===== config.mk =====
export PLATFORM = sky130hd
export DESIGN_NAME = multiport_regfile
export DESIGN_NICKNAME = d
export VERILOG_FILES = /design/src/rtl/regfile_pkg.sv /design/src/rtl/rf_scoreboard.sv /design/src/rtl/multiport_regfile.sv
export SDC_FILE = /design/constraint.sdc
export NUM_CORES = 2
export LEC_CHECK = 0
export ABC_AREA = 0
export BUFFER_PORTS_ARGS = -buffer_cell sky130_fd_sc_hd__buf_2
export CORE_MARGIN = 4
export CORE_UTILIZATION = 53
export DETAILED_ROUTE_END_ITERATION = 12
export GPL_ROUTABILITY_DRIVEN = 0
export PLACE_DENSITY = 0.73
export SKIP_LAST_GASP = 1
export SLEW_MARGIN = 20
export SYNTH_ARGS = -nofsm -noshare
export SYNTH_HDL_FRONTEND = slang
export SYNTH_SLANG_ARGS = --single-unit

===== constraint.sdc =====
create_clock -name clk -period 2.4 [get_ports clk]
set_clock_uncertainty 0.1 [all_clocks]
set_input_delay 0.12 -clock clk [delete_from_list [all_inputs] [get_ports clk]]
set_output_delay 0.12 -clock clk [all_outputs]
set_load 0.01 [all_outputs]

===== src/rtl/regfile_pkg.sv =====
// Shared types and constants for the multiport register file.
// Imported by the storage top and the busy-bit scoreboard.
package regfile_pkg;

  localparam int ADDR_W = 5;
  localparam int WORD_W = 32;

  typedef logic [ADDR_W-1:0] reg_addr_t;
  typedef logic [WORD_W-1:0] reg_word_t;

  localparam reg_addr_t ZERO_ADDR = '0;

endpackage


===== src/rtl/rf_scoreboard.sv =====
// Busy-bit scoreboard: one pending flag per architectural register.
// Flush beats reserve, reserve beats a same-cycle write-back clear.
module rf_scoreboard
  import regfile_pkg::*;
#(
  parameter int ADDR_WIDTH = 5,
  parameter int NUM_READ   = 2,
  parameter int NUM_WRITE  = 1,
  parameter int BYPASS     = 1,
  parameter int ZERO_REG   = 1
) (
  input  logic                           clk,
  input  logic                           reset,
  input  logic [NUM_WRITE-1:0]           we,
  input  logic [NUM_WRITE*ADDR_WIDTH-1:0] wa,
  input  logic [NUM_READ*ADDR_WIDTH-1:0]  ra,
  input  logic                           rsv_en,
  input  logic [ADDR_WIDTH-1:0]          rsv_addr,
  input  logic                           flush,
  output logic [NUM_READ-1:0]            busy,
  output logic                           any_busy
);

  localparam int DEPTH = 1 << ADDR_WIDTH;
  localparam logic [ADDR_WIDTH-1:0] ZA =
    ADDR_WIDTH'(ZERO_ADDR);

  logic [DEPTH-1:0] bits;
  logic [DEPTH-1:0] bits_nxt;
  logic             rsv_ok;

  assign rsv_ok = rsv_en &&
    !(ZERO_REG != 0 && rsv_addr == ZA);

  always_comb begin
    bits_nxt = bits;
    for (int j = 0; j < NUM_WRITE; j++) begin
      if (we[j])
        bits_nxt[wa[j*ADDR_WIDTH +: ADDR_WIDTH]] = 1'b0;
    end
    if (rsv_ok)
      bits_nxt[rsv_addr] = 1'b1;
    if (flush)
      bits_nxt = '0;
  end

  always_ff @(posedge clk or negedge reset) begin
    if (!reset)
      bits <= '0;
    else
      bits <= bits_nxt;
  end

  assign any_busy = |bits;

  for (genvar i = 0; i < NUM_READ; i++) begin : g_busy
    logic [ADDR_WIDTH-1:0] addr;
    logic                  hit;

    assign addr = ra[i*ADDR_WIDTH +: ADDR_WIDTH];

    always_comb begin
      hit = 1'b0;
      for (int j = 0; j < NUM_WRITE; j++) begin
        if (we[j] &&
            wa[j*ADDR_WIDTH +: ADDR_WIDTH] == addr)
          hit = 1'b1;
      end
    end

    assign busy[i] = bits[addr]
      && !(BYPASS != 0 && hit)
      && !(ZERO_REG != 0 && addr == ZA);
  end

endmodule


===== src/rtl/multiport_regfile.sv =====
// Parametrised N-read/M-write register file with optional bypass
// and an integrated operand scoreboard for decode-stage hazards.
module multiport_regfile
  import regfile_pkg::*;
#(
  parameter int ADDR_WIDTH = 5,
  parameter int WORD_WIDTH = 32,
  parameter int NUM_READ   = 2,
  parameter int NUM_WRITE  = 1,
  parameter int BYPASS     = 1,
  parameter int ZERO_REG   = 1
) (
  input  logic                            clk,
  input  logic                            reset,
  input  logic [NUM_WRITE-1:0]            we,
  input  logic [NUM_WRITE*ADDR_WIDTH-1:0] wa,
  input  logic [NUM_WRITE*WORD_WIDTH-1:0] wd,
  input  logic [NUM_READ*ADDR_WIDTH-1:0]  ra,
  output logic [NUM_READ*WORD_WIDTH-1:0]  rd,
  output logic [NUM_READ-1:0]             busy,
  input  logic                            rsv_en,
  input  logic [ADDR_WIDTH-1:0]           rsv_addr,
  input  logic                            flush,
  output logic                            any_busy
);

  localparam int DEPTH = 1 << ADDR_WIDTH;
  localparam logic [ADDR_WIDTH-1:0] ZA =
    ADDR_WIDTH'(ZERO_ADDR);

  logic [WORD_WIDTH-1:0] mem [DEPTH];

  // Ascending port order makes the highest port win a collision.
  always_ff @(posedge clk or negedge reset) begin
    if (!reset) begin
      for (int k = 0; k < DEPTH; k++)
        mem[k] <= '0;
    end else begin
      for (int j = 0; j < NUM_WRITE; j++) begin
        if (we[j] &&
            !(ZERO_REG != 0 &&
              wa[j*ADDR_WIDTH +: ADDR_WIDTH] == ZA))
          mem[wa[j*ADDR_WIDTH +: ADDR_WIDTH]] <=
            wd[j*WORD_WIDTH +: WORD_WIDTH];
      end
    end
  end

  for (genvar i = 0; i < NUM_READ; i++) begin : g_rd
    logic [ADDR_WIDTH-1:0] addr;
    logic [WORD_WIDTH-1:0] val;

    assign addr = ra[i*ADDR_WIDTH +: ADDR_WIDTH];

    always_comb begin
      val = mem[addr];
      if (BYPASS != 0) begin
        for (int j = 0; j < NUM_WRITE; j++) begin
          if (we[j] &&
              wa[j*ADDR_WIDTH +: ADDR_WIDTH] == addr)
            val = wd[j*WORD_WIDTH +: WORD_WIDTH];
        end
      end
      if (ZERO_REG != 0 && addr == ZA)
        val = '0;
    end

    assign rd[i*WORD_WIDTH +: WORD_WIDTH] = val;
  end

  rf_scoreboard #(
    .ADDR_WIDTH (ADDR_WIDTH),
    .NUM_READ   (NUM_READ),
    .NUM_WRITE  (NUM_WRITE),
    .BYPASS     (BYPASS),
    .ZERO_REG   (ZERO_REG)
  ) u_sb (
    .clk      (clk),
    .reset    (reset),
    .we       (we),
    .wa       (wa),
    .ra       (ra),
    .rsv_en   (rsv_en),
    .rsv_addr (rsv_addr),
    .flush    (flush),
    .busy     (busy),
    .any_busy (any_busy)
  );

endmodule


Yosys cells after proc, flatten, opt, wreduce, memory -nomap -nowiden
Cells that the tools add are included.

Bits in registers: 1056. Output and inout bits: 67. Word-level logic and storage cells: 99.

Order comparisons: 10. Eq/ne operators: 2. Muxes and demuxes: 26. Bitwise gates (word level): 6. Reduce and logical (&&, ||, !) cells: 22.

Operators by type and width (number): 1024-bit bitwise mux (1); 32-bit two-way mux (12); 32-bit binary-select mux with 5-bit select (2); 32-bit demux with 5-bit select (1); 32-bit AND (1); 32-bit NOT (1); 32-bit OR (1); 32-bit OR reduction (1); 5-bit by 6-bit less-than comparator with 1-bit output, second input constant (4); 5-bit zero test (4); 6-bit >= comparator, second input constant (3); 5-bit NOT with 6-bit output (3); 1-bit logical AND (11); 1-bit binary-select mux with 5-bit select (2); 1-bit demux with 5-bit select (2); 5-bit == test (2); 5-bit by 1-bit >= comparator with 1-bit output, second input constant (2); 1-bit zero test (6); 6-bit by 1-bit less-than comparator with 1-bit output, second input constant (1); 1-bit two-way mux (6).

Depth between registers and ports, before layout
Depth after elaboration: 10. Mapped depth: 10. Depth with buffers taken out: 5.

Hierarchy
Synthesis repeated with hierarchy kept, for this count alone.

Cell total of the unflattened synthesis: 4033. Area, all modules: 57039.7 µm².

Modules (own cells, without submodules): multiport_regfile (times used 1, cells an instance 3787, area each 54815.1 µm²); rf_scoreboard (times used 1, cells an instance 246, area each 2224.6 µm²).

Worst setup path before layout
OpenSTA, ideal clock, no wires.

Path kind: input to output. Start: in ra[5]. End: out rd[63]. Arrival time: 1843 ps. Setup slack: 337 ps. Stages on the path: 8. Cells stage by stage: buf_6 > buf_6 > buf_6 > buf_4 > mux4_2 > a32oi_1 > nand3_1 > a32o_1.

Cells in the longest elaborated chain, start to end: 6. Elaborated cells between the ends (all ways): 9. Those cells by class: eq/ne (1); mux (5); bitwise (1); reduce/logical (2).

RTL lines: from (decl) (RTL line multiport_regfile.sv:18) `input logic [NUM_READ*ADDR_WIDTH-1:0] ra,`; 5-bit NOT with 6-bit output (implied by the code) (RTL line multiport_regfile.sv:56) `val = mem[addr];`; 32-bit binary-select mux with 5-bit select (RTL line multiport_regfile.sv:56); 32-bit two-way mux (implied by the code) (2 in series) (RTL line multiport_regfile.sv:56); 32-bit two-way mux (RTL line multiport_regfile.sv:59) `if (we[j] &&`; 32-bit two-way mux (*) (RTL line multiport_regfile.sv:64) `if (ZERO_REG != 0 && addr == ZA)`; to (decl) (RTL line multiport_regfile.sv:19) `output logic [NUM_READ*WORD_WIDTH-1:0] rd,`.

Every way passes the cells marked *; elsewhere a longest branch is shown, timed or not. The select of a mux whose other input is x is not followed.

Worst setup path after layout
Start: reg mem[908] in the netlist's numbering. End: out rd[44].

Cells in the longest elaborated chain, start to end: 5.

RTL lines: from (decl) (RTL line multiport_regfile.sv:31) `logic [WORD_WIDTH-1:0] mem [DEPTH];`; from (signal, indexed assignment) (RTL line multiport_regfile.sv:43) `mem[wa[j*ADDR_WIDTH +: ADDR_WIDTH]] <=`; 32-bit binary-select mux with 5-bit select (RTL line multiport_regfile.sv:56); 32-bit two-way mux (implied by the code) (2 in series) (RTL line multiport_regfile.sv:56); 32-bit two-way mux (RTL line multiport_regfile.sv:59); 32-bit two-way mux (RTL line multiport_regfile.sv:64).

Every way passes these cells. The select of a mux whose other input is x is not followed.

==> impl_metrics.toml <==
[status]
status = "finished with violations"
violations = "setup timing"

[detailed_routing]
drtAntennaViolNets = 0
routed_wirelength_um = 199000
viasPerCell = 7.04
num_vias = 42200
drc = 0
drtIter0Drc = 4506
avgRoutedWirePerCell_um = 33.2
drtPass1Iterations = 6

[pwr]
intPower_mw = 39.0
ir_drop_mv = 0.695
finalPower_mw = 54.5
powerDensity_mw_per_mm2 = 784
p_comb_frac = 0.228
clkPwrFrac = 0.339
switchingPower_mw = 15.5
sw_frac_of_total = 0.284
seq_power_share = 0.433
leakage_nw = 30.6

[clock_network]
htree_levels = 3
cts_inserted_buffers = 112
cts_root_buf = "clkbuf_16"
cts.reportedPaths.clkPinSlew_ns = 0.06
clk_path_buf_depth = 3
clk_latency_ns = 0.73
cts_tree = "done"
cts.sinks = 1056

[grt]
track_usage = 0.349
antenna_found_initial = 11
grt_first_pass_wirelength_um = 292000
grt_pass1_vias = 43300
grt_max_degree = 96
overflow = 0

[timing]
finalHoldViolations = 0
period_share = 1.28
final-setup-viol-count = 65
setup_ws_ns = -0.661
max_slew_margin = 0.269
layout_min_cycle_time_ns = 3.06
fmax_mhz = 327
tightest_slew_ns = 1.09
rsz0062_at_grt = "yes"
maxSlewViolCount = 0

[die]
pin_count = 124
die-area_mm2 = 0.114
core-area_mm2 = 0.108
start_util = 0.536
die_h_um = 338
rows = 120
die-width_um = 338

[cells_and_area]
fin_util = 0.646
layout.nets = 4550
fillCellCount = 7659
drive_above_1_share = 0.547
multi_input_area_mm2 = 0.0304
area_delta_synth_final_pct = 20.4
ff_latch_area_mm2 = 0.0264

[logic_synthesis]
synth-seq-cells = 1056
synth_seq_area_share = 0.458
yosys.area.top_type = "dfrtp_1"
syn_nets = 4208
ys_top_cells_by_area = "dfrtp_1 46%, mux2_2 20%, mux4_2 14%"
synth_area_mm2 = 0.0577
synth-edff-count = 0
synth_area_per_cell_um2 = 13.9
synth_commonest_cells = "1056 x dfrtp_1, 1026 x mux2_2, 358 x mux4_2"
synth_top_area_share = 0.458
synth_flop_cell = "dfrtp_1"
ys_types = 71
syn_inst = 4151
async_flop_share = 1.00
ys_warn_count = 0
yosysMostFrequentCell = "dfrtp_1"

[flow_run]
cap_violations = 0

[critical_path]
critPathRequiredTime_ns = 2.18
cp-start-kind = "flop"
crit_arrival_ns = 2.84
crit_path_end_kind = "primary output"
path_class = "flop to primary output"
path_max_fanout = 2

[placement]
port_buffers = 123
dpl.hpwl_um = 128000
place_ws_ns = -0.177

[worst_hold_path]
hp-class = "input port to flop"
[state kept, by name (all words and copies together), names as in the netlist]
signal,count
u_sb.bits,32
mem,1024
[final timing paths]
check | from | to | slack, ns | depth (start not counted)
setup / recovery | mem[908] | rd[44] | -0.66 | 5
hold / removal | wd[5] | mem[869] | 0.05 | 2
setup reg to reg | u_sb.bits[25] | u_sb.bits[25] | 0.99 | 3
hold reg to reg | mem[1011] | mem[1011] | 0.30 | 0
max in group asynchronous | reset | mem[32] | 1.53 | 4
min in group asynchronous | reset | mem[182] | 0.07 | 3
[critical path, stage by stage (launching register included)]
cell and delay (ns):
dfrtp_1 0.40, mux4_2 0.48, mux4_2 0.52, and4_1 0.18, a311o_1 0.37, buf_6 0.18
[layout make-up]
class                      instances  share of cell area
multi-input combinational       2607               0.438
sequential                      1056               0.381
timing repair buffer             691              0.0984
clock buffer                     162              0.0467
tap                             1403              0.0253
clock inverter                    44             0.00977
inverter                          25             0.00135
antenna                            6            0.000216
[kinds of logic (layout without fill, tap and decap cells)]
logic type	after synthesis	after routing	synth area share
muxes	1742	1742	0.402
AOI/OAI and AO/OA	550	550	0.0690
other	0	6	0
xor gates and xnor gates	9	9	0.00137
and+or+nand+nor	306	306	0.0262
buffers and inverters	488	922	0.0426
DFF	1056	1056	0.458
[cells in the final DEF, fill, tap and decap left out, types with 29 or more instances in the layout]
cell,n
a221oi_1,59
dlygate4sd3_1,49
dfrtp_1,1055
mux2i_1,343
mux4_2,358
o22ai_1,52
a22oi_1,31
clkbuf_16,112
nand2_1,64
o21ai_0,62
a21oi_1,29
a221o_1,36
buf_2,96
buf_12,129
mux2_2,1026
nor2_1,39
buf_4,387
[per-stage QoR]
step                hold WS [ns]  TNS (ns)  area, µm²  instances
floorplan                 -0.276         0      57700       4151
global placement          0.0346     -3.38      62900       5664
detailed placement        0.0337     -1.69      62900       5665
CTS                       0.0242    -13.76      68600       5965
global route              0.0341    -16.56      69400       5988
finish                    0.0494    -12.87      69400       5994
[power by group through the flow]
stage / sequential [mW] / combinational, mW / clock (mW)
after global placement: 23.5 / 10.7 / 0
after global routing: 24.0 / 13.2 / 19.3
final: 23.6 / 12.4 / 18.5
after CTS: 23.5 / 11.9 / 18.6
after detailed placement: 23.8 / 11.0 / 0
after floorplan: 22.9 / 7.97 / 0
[metal layers]
layer | track usage | routed length, µm | vias to the layer above
met5 | 0 | 24 | -
met1 | 0.450 | 73200 | 21900
li1 | - | - | 16800
met2 | 0.531 | 89700 | 2705
met4 | 0.205 | 14300 | 4
met3 | 0.0991 | 22000 | 831
[timing repair]
action,4_1_cts,5_1_grt
buffers inserted,62,26
gates resized for setup,240,121
hold buffers,51,0
endpoints found under the setup margin,67,68
pin swaps,153,94
hold endpoints to repair,1756,0
Note: power is estimated with default switching activity, not from simulation.
